**config.mk**
```make
export PLATFORM = sky130hd
export DESIGN_NAME = qspi_fetch_cache
export DESIGN_NICKNAME = d
export VERILOG_FILES = /design/src/rtl/qspi_fetch_cache.sv
export SDC_FILE = /design/constraint.sdc
export NUM_CORES = 1
export LEC_CHECK = 0
export BUFFER_PORTS_ARGS = -buffer_cell sky130_fd_sc_hd__buf_2
export CORE_ASPECT_RATIO = 0.8
export CORE_MARGIN = 1.5
export CORE_UTILIZATION = 29
export DETAILED_ROUTE_END_ITERATION = 12
export GPL_TIMING_DRIVEN = 0
export PLACE_DENSITY = 0.53
export SYNTH_ARGS = -nofsm -noshare
export SYNTH_HDL_FRONTEND = slang
export SYNTH_SLANG_ARGS = --single-unit
```
**constraint.sdc**
```tcl
create_clock -name clk -period 15.99 [get_ports clk]
set_input_delay 0 -clock clk [delete_from_list [all_inputs] [get_ports clk]]
set_output_delay 0 -clock clk [all_outputs]
set_load 0.02 [all_outputs]
```
**src/rtl/qspi_fetch_cache.sv**
```systemverilog
// Direct-mapped, one-word-per-line instruction cache between the fetch port and the QSPI flash reader.
// Latency: a hit returns one cycle after the request is sampled in IDLE; a miss returns one cycle after the first f_rdy-high cycle.
// Backpressure: the core holds i_req until i_rdy pulses; f_trig is held until f_rdy is seen, and only one fill is outstanding at a time.
// Ports: clk/rst_n; fetch side i_req/i_addr -> i_rdy/i_data; flush; flash side f_trig/f_addr <- f_rdy/f_data;
//        hit_cnt/miss_cnt are saturating performance counters.
module qspi_fetch_cache #(
  parameter int LINES = 16,
  parameter int CNT_W = 16
) (
  input  logic             clk,
  input  logic             rst_n,
  input  logic             i_req,
  input  logic [23:0]      i_addr,
  output logic             i_rdy,
  output logic [31:0]      i_data,
  input  logic             flush,
  output logic             f_trig,
  output logic [23:0]      f_addr,
  input  logic             f_rdy,
  input  logic [31:0]      f_data,
  output logic [CNT_W-1:0] hit_cnt,
  output logic [CNT_W-1:0] miss_cnt
);
  localparam int IDX   = $clog2(LINES);
  localparam int TAG_W = 22 - IDX;

  typedef enum logic [1:0] {IDLE, FILL, RESP} state_t;

  state_t             state, state_nxt;
  logic [LINES-1:0]   valid, valid_nxt;
  logic [TAG_W-1:0]   tag_mem  [LINES];
  logic [31:0]        data_mem [LINES];
  logic               flush_pend, flush_pend_nxt;
  logic               i_rdy_nxt, f_trig_nxt;
  logic [31:0]        i_data_nxt;
  logic [23:0]        f_addr_nxt;
  logic               hit_inc, miss_inc, fill_we;

  logic [IDX-1:0]     req_idx, fill_idx;
  logic [TAG_W-1:0]   req_tag, fill_tag;
  logic               hit, flush_now;
  logic               unused_addr_lsb;

  assign req_idx  = i_addr[IDX+1:2];
  assign req_tag  = i_addr[23:IDX+2];
  // Install from the latched flash address so a dropped i_req cannot corrupt the fill.
  assign fill_idx = f_addr[IDX+1:2];
  assign fill_tag = f_addr[23:IDX+2];
  assign hit      = valid[req_idx] && (tag_mem[req_idx] == req_tag);
  // A flush seen in IDLE, live or deferred, wins over a same-cycle lookup.
  assign flush_now = flush || flush_pend;
  assign unused_addr_lsb = ^i_addr[1:0];

  always_comb begin
    state_nxt      = state;
    valid_nxt      = valid;
    flush_pend_nxt = flush_pend;
    i_rdy_nxt      = 1'b0;
    i_data_nxt     = i_data;
    f_trig_nxt     = f_trig;
    f_addr_nxt     = f_addr;
    hit_inc        = 1'b0;
    miss_inc       = 1'b0;
    fill_we        = 1'b0;
    case (state)
      IDLE: begin
        if (flush_now) begin
          valid_nxt      = '0;
          flush_pend_nxt = 1'b0;
        end
        if (i_req) begin
          if (hit && !flush_now) begin
            i_rdy_nxt  = 1'b1;
            i_data_nxt = data_mem[req_idx];
            hit_inc    = 1'b1;
            state_nxt  = RESP;
          end else begin
            f_trig_nxt = 1'b1;
            f_addr_nxt = {i_addr[23:2], 2'b00};
            miss_inc   = 1'b1;
            state_nxt  = FILL;
          end
        end
      end
      FILL: begin
        if (flush) flush_pend_nxt = 1'b1;
        // Dropping f_trig on the first f_rdy cycle keeps it low before f_rdy falls.
        if (f_rdy) begin
          fill_we             = 1'b1;
          valid_nxt[fill_idx] = 1'b1;
          i_data_nxt          = f_data;
          i_rdy_nxt           = 1'b1;
          f_trig_nxt          = 1'b0;
          state_nxt           = RESP;
        end
      end
      RESP: begin
        if (flush) flush_pend_nxt = 1'b1;
        state_nxt = IDLE;
      end
      default: state_nxt = IDLE;
    endcase
  end

  always_ff @(posedge clk or negedge rst_n) begin
    if (!rst_n) begin
      state      <= IDLE;
      valid      <= '0;
      flush_pend <= 1'b0;
      i_rdy      <= 1'b0;
      i_data     <= '0;
      f_trig     <= 1'b0;
      f_addr     <= '0;
      hit_cnt    <= '0;
      miss_cnt   <= '0;
    end else begin
      state      <= state_nxt;
      valid      <= valid_nxt;
      flush_pend <= flush_pend_nxt;
      i_rdy      <= i_rdy_nxt;
      i_data     <= i_data_nxt;
      f_trig     <= f_trig_nxt;
      f_addr     <= f_addr_nxt;
      if (hit_inc && (hit_cnt != '1))   hit_cnt  <= hit_cnt + 1'b1;
      if (miss_inc && (miss_cnt != '1)) miss_cnt <= miss_cnt + 1'b1;
    end
  end

  // Tag/data contents are meaningless until the valid bit is set, so no reset.
  always_ff @(posedge clk) begin
    if (fill_we) begin
      tag_mem[fill_idx]  <= fill_tag;
      data_mem[fill_idx] <= f_data;
    end
  end

endmodule

```
# Yosys cells after proc, flatten, opt, wreduce, memory -nomap -nowiden
# Memory sizes are Yosys's and may differ from the RTL's.
# Index checks and enable logic that the tools add are counted.
# word_totals
word_cells	79
output_inout_bits	90
regBits	107
mem_count	2
mem_bits_rw	800
input_bits	61
# memory_table
name	words	width	rd	rd_clocked_by_memory_dff	wr	line_no	rtl
data_mem	16	32	1	0	1	32	logic [31:0] data_mem [LINES];
tag_mem	16	18	1	0	1	31	logic [TAG_W-1:0] tag_mem [LINES];
# classes
n_reduce_logical	17
magnitude_cmp	3
muxes	33
n_addsub	2
bitwise	2
n_eq_ne	11
# ops
op	n
$mux W32	3
$pmux W32 S2	1
$add A16 B1 Y16 const B	2
$mux W16	2
$ne A16 B16 Y1 const B	2
$pmux W16 S2	1
$eq A18 B18 Y1	1
$mux W1	17
$or A16 B16 Y16	1
$lt A4 B5 Y1 const B	2
$ne A2 B2 Y1 const B	5
$reduce_and A3 Y1	3
$reduce_and A4 Y1	2
$mux W2	3
$pmux W1 S2	3
$logic_and A1 B1 Y1	5
$bmux W1 S4	1
$demux W1 S4	1
$ge A4 B1 Y1 const B	1
$pmux W2 S2	1
$reduce_bool A2 Y1	2
$eq A2 B1 Y1 const B	1
$eq A2 B2 Y1 const B	1
$logic_not A2 Y1	1
other kinds (6)	6

# Longest topological paths before layout
# Gate-level depths: netlist of the first run.
# logic_depth
depth_word	8
ltp_mapped	15

# Least setup slack after synthesis of the first run
# OpenSTA, ideal clock, no wires.
# synth_path
kind	register to register
startpoint	register state[1]
endpoint	memory data_mem[0][0] (enable)
path_stages_with_launch	8
synth_period_minus_slack_ns	5.497
arrival_time_ns	4.978
n_path_buf	2
required_ns	15.471
path_slack_ns	10.493
cell_sequence	dfrtp_1 -> inv_1 -> ha_1 -> clkbuf_1 -> buf_1 -> nand2_1 -> or3_1 -> nor3_1
# synth_via
elab_chain_len	4
# synth_lines
element	line_no	rtl
from (decl)	29	state_t state, state_nxt;
from (signal assigned)	117	state <= state_nxt;
$eq A2 B1 Y1	65	case (state)
$mux W1	65	
$mux W1	131	if (fill_we) begin
$mux W1 (implied by the code)	133	data_mem[fill_idx] <= f_data;
to (decl)	32	
# Every way passes these cells.

# Worst setup path in the final report of the first run
# layout_path
startpoint	input port i_addr[3]
endpoint	register i_data[15]
# layout_via
elab_chain_len	6
word_cells_on_any_way	12
classes_between	eq/ne: 2; mux: 5; reduce/logical: 3; memory: 2
# layout_lines
element	line_no	rtl
from (decl)	13	input logic [23:0] i_addr,
$mem_v2 Z16 W18 / $bmux W1 S4 (equally long branches)	-	
$eq A18 B18 Y1 / $mux W1 (equally long branches)	49	assign hit = valid[req_idx] && (tag_mem[req_idx] == req_tag);
$logic_and A1 B1 Y1	49	
$logic_and A1 B1 Y1	72	if (hit && !flush_now) begin
$ne A2 B2 Y1 (no line)	-	
$reduce_and A4 Y1 (no line)	-	
to (signal assigned)	121	i_data <= i_data_nxt;
to (decl)	15	output logic [31:0] i_data,
# Parallel ways exist; a longest one is shown, timed or not. The select of a mux whose other input is x is not followed.
# A chain may end at the register's enable or synchronous reset.

==> results.sh, run 1 <==
export IMPL_async_reset_ff_share_pct=11.8
export IMPL_drive_above_1_share_pct=35.0
export IMPL_hpwl_um=62100
export IMPL_hold_class="in -> reg"
export IMPL_htree_levels=3
export IMPL_avgViaCountPerCell=4.87
export IMPL_fp_dieW_um=396
export IMPL_dr_total_vias=18239
export IMPL_p_switching_uw=1680
export IMPL_final_antenna_net_count=0
export IMPL_synth_seq_cells=907
export IMPL_routedWlPerCell_um=25.7
export IMPL_mostFrequentLayoutCells="edfxtp_1, mux4_2, buf_2, dfrtp_1, clkbuf_16"
export IMPL_cp_num_buf_inv=7
export IMPL_cpLargestDelayFamily="buffers and inverters"
export IMPL_clock_sinks=907
export IMPL_synth_area_mm2=0.0358
export IMPL_syn_area_per_cell_um2=21.5
export IMPL_postCtsSetupBuffers=0
export IMPL_drv_cap=0
export IMPL_core_area_mm2=0.123
export IMPL_grt_antenna_before_repair=9
export IMPL_swShare_pct=26.9
export IMPL_path_common_cell="clkbuf_1"
export IMPL_grt_max_degree=81
export IMPL_slowest_delay_ns=0.90
export IMPL_yosysWarnings=0
export IMPL_layout_min_cycle_time_ns=4.54
export IMPL_clockRootBuffer="clkbuf_16"
export IMPL_ctsResizeCount=0
export IMPL_ys_types=58
export IMPL_layout_commonest_cell="edfxtp_1"
export IMPL_layout_nets=2089
export IMPL_cts_tree="yes"
export IMPL_critical_path_class="in -> reg"
export IMPL_power_frac_seq_pct=48.5
export IMPL_drc=0
export IMPL_synth_top_flop_cell="edfxtp_1"
export IMPL_worstSetupStartpointType="primary input"
export IMPL_num_io_pins=151
export IMPL_rows=115
export IMPL_cp_slowest_cell="clkbuf_1"
export IMPL_synth_edf_count=800
export IMPL_final_util_pct=35.5
export IMPL_clk_pin_slew_ns=0.06
export IMPL_cts_buffers=98
export IMPL_period_share_pct=28.4
export IMPL_die_area_mm2=0.125
export IMPL_io_buffers=142
export IMPL_status="completed"
export IMPL_max_freq_mhz=220
export IMPL_maxSlewHeadroom_pct=19.5
export IMPL_die_height_um=317
export IMPL_grt_pass1_vias=18961
export IMPL_syn_inst=1666
export IMPL_crit_required_ns=16.54
export IMPL_grt_overflow_total=0
export IMPL_cp_cell_sequence="buf_2, buf_1, buf_2, clkbuf_1, clkbuf_1, clkbuf_1, clkbuf_1, mux4_2, mux4_2, mux2_2, mux2_2"
export IMPL_endpoint_kind="flop"
export IMPL_p_leak_uw=0.0145
export IMPL_first_pass_iters=5
export IMPL_power_density_mw_per_mm2=144
export IMPL_ys_seq_area_share_pct=74.7
export IMPL_rsz0062_at_grt="false"
export IMPL_fillCellCount=11372
export IMPL_drt_wl_total_um=96200
export IMPL_grt_pass1_wl_um=137000
export IMPL_synthToLayoutAreaGrowth_pct=21.6
export IMPL_globalplace_congestion=0.810
export IMPL_drt_iter0_markers=1901
export IMPL_intPower_uw=4580
export IMPL_cp_arrival_ns=5.09
export IMPL_grt_util_all_layers_pct=15.2
export IMPL_start_util_pct=29.2
export IMPL_finalHoldViolCount=0
export IMPL_drv_slew=0
export IMPL_power_frac_comb_pct=14.9
export IMPL_cts_buffer_depth=3
export IMPL_fin_skew_ns=0.0600
export IMPL_max_vdd_ir_drop_uv=86.8
export IMPL_setup_violations=0
export IMPL_worst_slew_pin_slew_ns=1.21
export IMPL_cp_max_fo=10
export IMPL_p_clk_share_pct=36.6
export IMPL_tns_ns=0
export IMPL_insertion_delay_ns=0.68
[layout make-up]
class / instances / area, um2 / share of cell area (%)
Antenna cell: 1 / 2.50 / 0.00575
Buffer: 85 / 429 / 0.987
Clock buffer: 138 / 2690 / 6.19
Clock inverter: 46 / 591 / 1.36
Inverter: 12 / 45.0 / 0.104
Multi-Input combinational cell: 663 / 8700 / 20.0
Sequential cell: 907 / 26700 / 61.4
Tap cell: 1638 / 2050 / 4.71
Timing Repair Buffer: 257 / 2280 / 5.23
[cell usage after synthesis (16+ instances only)]
master | number | area (um2)
nor2_1 | 51 | 191
dfrtp_1 | 107 | 2680
mux2_2 | 74 | 833
xor2_1 | 20 | 175
mux2i_1 | 25 | 250
nand2_1 | 44 | 165
buf_2 | 28 | 140
nand3_1 | 16 | 80.1
clkbuf_1 | 35 | 131
edfxtp_1 | 800 | 24000
xnor2_1 | 32 | 280
mux2_4 | 19 | 285
a21oi_1 | 17 | 85.1
mux4_2 | 236 | 5320
[power by group through the flow]
stage / clock network [uW] / logic, uW / registers (uW)
5_1_grt: 2420 / 1000 / 3060
3_5_place_dp: 0 / 933 / 3080
6_report: 2290 / 935 / 3030
2_1_floorplan: 0 / 457 / 3120
4_1_cts: 2340 / 951 / 3030
3_3_place_gp: 0 / 882 / 3080
[flip-flops by register name, summed over array words and instances (netlist names)]
signal      cells
data_mem      512
f_addr         22
f_trig          1
flush_pend      1
hit_cnt        16
i_data         32
i_rdy           1
miss_cnt       16
state           2
tag_mem       288
valid          16
[kinds of logic after synthesis]
| kind of cell | count (synthesis) | share of synthesized area (%) |
|---|---|---|
| and+or+nand+nor | 194 | 2.80 |
| buffers and inverters | 97 | 1.33 |
| xor gates and xnor gates | 52 | 1.27 |
| adders and majority gates | 4 | 0.140 |
| muxes | 354 | 18.7 |
| other | 1 | 0.0105 |
| DFF | 907 | 74.7 |
| AOI/OAI and AO/OA | 57 | 1.09 |
[layer usage]
metal  global-route usage [%]  part of all wire (%)  vias up  wire length, um
met3                     3.38                   6.6      145             6370
met1                     21.8                    45     9830            43500
met5                        0                 0.040        -               38
met2                     23.7                    46      642            44400
li1                         -                     -     7614                -
met4                     3.48                   1.9        8             1830
[metrics by stage]
step | worst slack (ns) | hold slack [ns] | total power (uW) | cell area (um2) | std cells
global placement | 3.86 | 0.278 | 3960 | 38500 | 3447
CTS | 11.45 | 0.0946 | 6330 | 43500 | 3746
global route | 11.22 | 0.129 | 6490 | 43500 | 3747
detailed placement | 10.73 | -0.0607 | 4020 | 39600 | 3505
floorplan | 10.49 | -0.296 | 3580 | 35800 | 1667
finish | 11.45 | 0.137 | 6260 | 43500 | 3747
[timing repair]
action | in CTS | in global routing
hold buffers | 57 | 0
hold endpoints to repair | 675 | 0
setup endpoints to repair | 0 | 0
[worst paths after layout]
check / startpoint / end / slack [ns] / cells past startpoint
hold / removal: i_addr[22] / f_addr[22]$_DFFE_PN0P_ / 0.14 / 3
setup reg to reg: state[1]$_DFFE_PN0P_ / data_mem[1][2]$_DFFE_PP_ / 11.55 / 9
hold reg to reg: miss_cnt[8]$_DFFE_PN0P_ / miss_cnt[8]$_DFFE_PN0P_ / 0.49 / 1
max in group asynchronous: rst_n / f_addr[16]$_DFFE_PN0P_ / 14.99 / 4
min in group asynchronous: rst_n / i_data[13]$_DFFE_PN0P_ / 0.45 / 4
setup / recovery: i_addr[3] / i_data[15]$_DFFE_PN0P_ / 11.45 / 11
[tightest hold or removal path, cell delays in order]
cell           delay, ns
dlygate4sd3_1       0.52
buf_2               0.12
mux2_4              0.13
Note: power is estimated with default switching activity, not from simulation.
==> run 2, diff against run 1 <==
Settings changed: PLACE_DENSITY 0.53 to 0.54.
Clock period 15.99 ns to 3.8 ns, I/O delays scaled along.
==> run 2 against run 1 <==
Effect of this change:
- via count grew 0.72%
- clock power grew to 4.0 times the previous value
- sequential share of layout area shrank 0.73 points
- register-to-register slack lost 11 ns
- setup slack lost 11 ns
- worst hold slack gained 0.0098 ns
- non-clock buffer count grew 20
- cell count grew 0.53%
- combinational power grew to 4.4 times the previous value
- die area is the same
- sequential cell count is the same
- design area grew 1.2%
==> results.sh, run 2 (same netlist as run 1, synthesis figures left out) <==
export IMPL_grt_max_degree=60
export IMPL_clk_pin_slew_ns=0.06
export IMPL_cp_max_fo=10
export IMPL_fillCellCount=11337
export IMPL_drive_above_1_share_pct=36.6
export IMPL_grt_pass1_vias=18757
export IMPL_p_leak_uw=0.0148
export IMPL_top_usage_layer="met2"
export IMPL_grt_overflow_total=0
export IMPL_io_buffers=142
export IMPL_place_area_mm2=0.0399
export IMPL_final_setup_worst_slack_ns=0.118
export IMPL_max_freq_mhz=272
export IMPL_die_area_mm2=0.125
export IMPL_grt_antenna_before_repair=7
export IMPL_drv_slew=0
export IMPL_hold_class="in -> reg"
export IMPL_final_util_pct=35.9
export IMPL_stdcell_area_mm2=0.0440
export IMPL_globalplace_congestion=0.789
export IMPL_setup_violations=0
export IMPL_rsz0062_at_grt="false"
export IMPL_endpoint_kind="flop"
export IMPL_cpLargestDelayFamily="buffers and inverters"
export IMPL_cts_buffers=98
export IMPL_clockRootBuffer="clkbuf_16"
export IMPL_crit_cells=11
export IMPL_die_height_um=317
export IMPL_path_common_cell="buf_2"
export IMPL_avgViaCountPerCell=4.88
export IMPL_crit_required_ns=4.33
export IMPL_r2r_end="data_mem[6][18]$_DFFE_PP_"
export IMPL_drv_cap=0
export IMPL_fp_dieW_um=396
export IMPL_drc=0
export IMPL_routedWlPerCell_um=25.8
export IMPL_maxSlewHeadroom_pct=17.9
export IMPL_fin_skew_ns=0.0618
export IMPL_insertion_delay_ns=0.70
export IMPL_crit_end="i_data[21]$_DFFE_PN0P_"
export IMPL_critical_path_class="in -> reg"
export IMPL_drt_iter0_markers=1963
export IMPL_grt_util_all_layers_pct=15.4
export IMPL_drt_wl_total_um=97200
export IMPL_cts_buffer_depth=3
export IMPL_cp_num_buf_inv=7
export IMPL_rows=115
export IMPL_synthToLayoutAreaGrowth_pct=23.1
export IMPL_htree_levels=3
export IMPL_use_met2_pct=23.2
export IMPL_rrSetupSlack_ns=0.13
export IMPL_grt_pass1_wl_um=137000
export IMPL_met3_usage_pct=3.24
export IMPL_cp_slowest_cell="clkbuf_1"
export IMPL_use_met1_pct=22.3
export IMPL_layout_commonest_cell="edfxtp_1"
export IMPL_whs_ns=0.147
export IMPL_final_antenna_net_count=0
export IMPL_start_util_pct=29.2
export IMPL_hpwl_um=63300
export IMPL_dr_total_vias=18371
export IMPL_finalHoldViolCount=0
export IMPL_mostFrequentLayoutCells="edfxtp_1, mux4_2, buf_2, dfrtp_1, clkbuf_16"
export IMPL_top_regs="data_mem (512), tag_mem (288), i_data (32)"
export IMPL_layout_nets=2109
export IMPL_core_area_mm2=0.123
export IMPL_slowest_delay_ns=0.52
export IMPL_r2r_cells=10
export IMPL_cp_arrival_ns=4.21
export IMPL_worst_slew_pin_slew_ns=1.23
export IMPL_reg2reg_from="state[1]$_DFFE_PN0P_"
export IMPL_regMostFlops="data_mem"
export IMPL_cts_tree="yes"
export IMPL_clock_sinks=907
export IMPL_period_share_pct=96.9
export IMPL_cp_cell_sequence="buf_2, buf_2, buf_2, clkbuf_1, clkbuf_2, clkbuf_1, clkbuf_2, mux4_2, mux4_2, mux2_2, mux2_2"
export IMPL_pre_cts_ws_ns=-1.57
export IMPL_power_density_mw_per_mm2=593
export IMPL_crit_path_start="i_addr[3]"
export IMPL_status="completed"
export IMPL_largest_register_ffs=512
export IMPL_total_power_uw=26100
export IMPL_max_vdd_ir_drop_uv=366
export IMPL_worstSetupStartpointType="primary input"
export IMPL_num_io_pins=151
export IMPL_layout_min_cycle_time_ns=3.68
export IMPL_first_pass_iters=8
## run 2: changes by cell type in the layout (fill, tap and decap cells not counted), sizes merged
cell,delta
diode,+1
clkdlybuf4s15,+1
bufinv,-6
inv,+1
dlygate4sd3,-1
clkbuf,-1
clkinv,+6
buf,+19
## run 2: cell type report
cell class	instances	area (um2)	area share (%)
antenna	2	5.00	0.0114
buffer	85	468	1.06
clock buffer	136	2700	6.13
clock inverter	47	458	1.04
inverter	12	45.0	0.102
multi-input combinational	663	8750	19.9
sequential	907	26700	60.7
tap	1638	2050	4.66
timing repair buffer	277	2830	6.43
## run 2: through the flow
step           cells   TNS, ns
3_3_place_gp    3447  -2511.88
6_report        3767         0
4_1_cts         3754         0
3_5_place_dp    3501   -150.93
2_1_floorplan   1667    -56.75
5_1_grt         3767         0
## run 2: worst min path at each step
| stage | cells past startpoint | end | slack, ns | startpoint |
|---|---|---|---|---|
| after global placement | 2 | f_addr[9]$_DFFE_PN0P_ | 0.27 | i_addr[9] |
| after global routing | 3 | f_addr[22]$_DFFE_PN0P_ | 0.12 | i_addr[22] |
| after floorplan | 0 | f_addr[10]$_DFFE_PN0P_ | -0.30 | rst_n |
| after CTS | 3 | f_addr[22]$_DFFE_PN0P_ | 0.1 | i_addr[22] |
| after detailed placement | 1 | miss_cnt[5]$_DFFE_PN0P_ | 0.04 | rst_n |
| final | 3 | f_addr[22]$_DFFE_PN0P_ | 0.15 | i_addr[22] |
## run 2: power by group
part / switching (uW) / leakage, uW / internal (uW)
sequential: 721 / 0.00854 / 12000
combinational: 2440 / 0.00471 / 1650
clock: 3980 / 0.00153 / 5270
total: 7140 / 0.0148 / 18900
## run 2: routing by layer
| layer | up-vias | part of all wire, % |
|---|---|---|
| met1 | 9978 | 46 |
| met2 | 568 | 45 |
| met3 | 165 | 5.9 |
| li1 | 7654 | - |
| met4 | 6 | 2.6 |
| met5 | - | 0.041 |
## run 2: tightest hold or removal path: stages
cell           delay [ns]
dlygate4sd3_1        0.53
buf_2                0.13
mux2_4               0.14
## run 2: what timing repair did
| action | 4_1_cts | 5_1_grt |
|---|---|---|
| setup endpoints to repair | 342 | 124 |
| pin swaps | 6 | 6 |
| hold buffers | 56 | 0 |
| setup buffers | 14 | 11 |
| hold endpoints to repair | 673 | 0 |
| gates resized for setup | 20 | 8 |
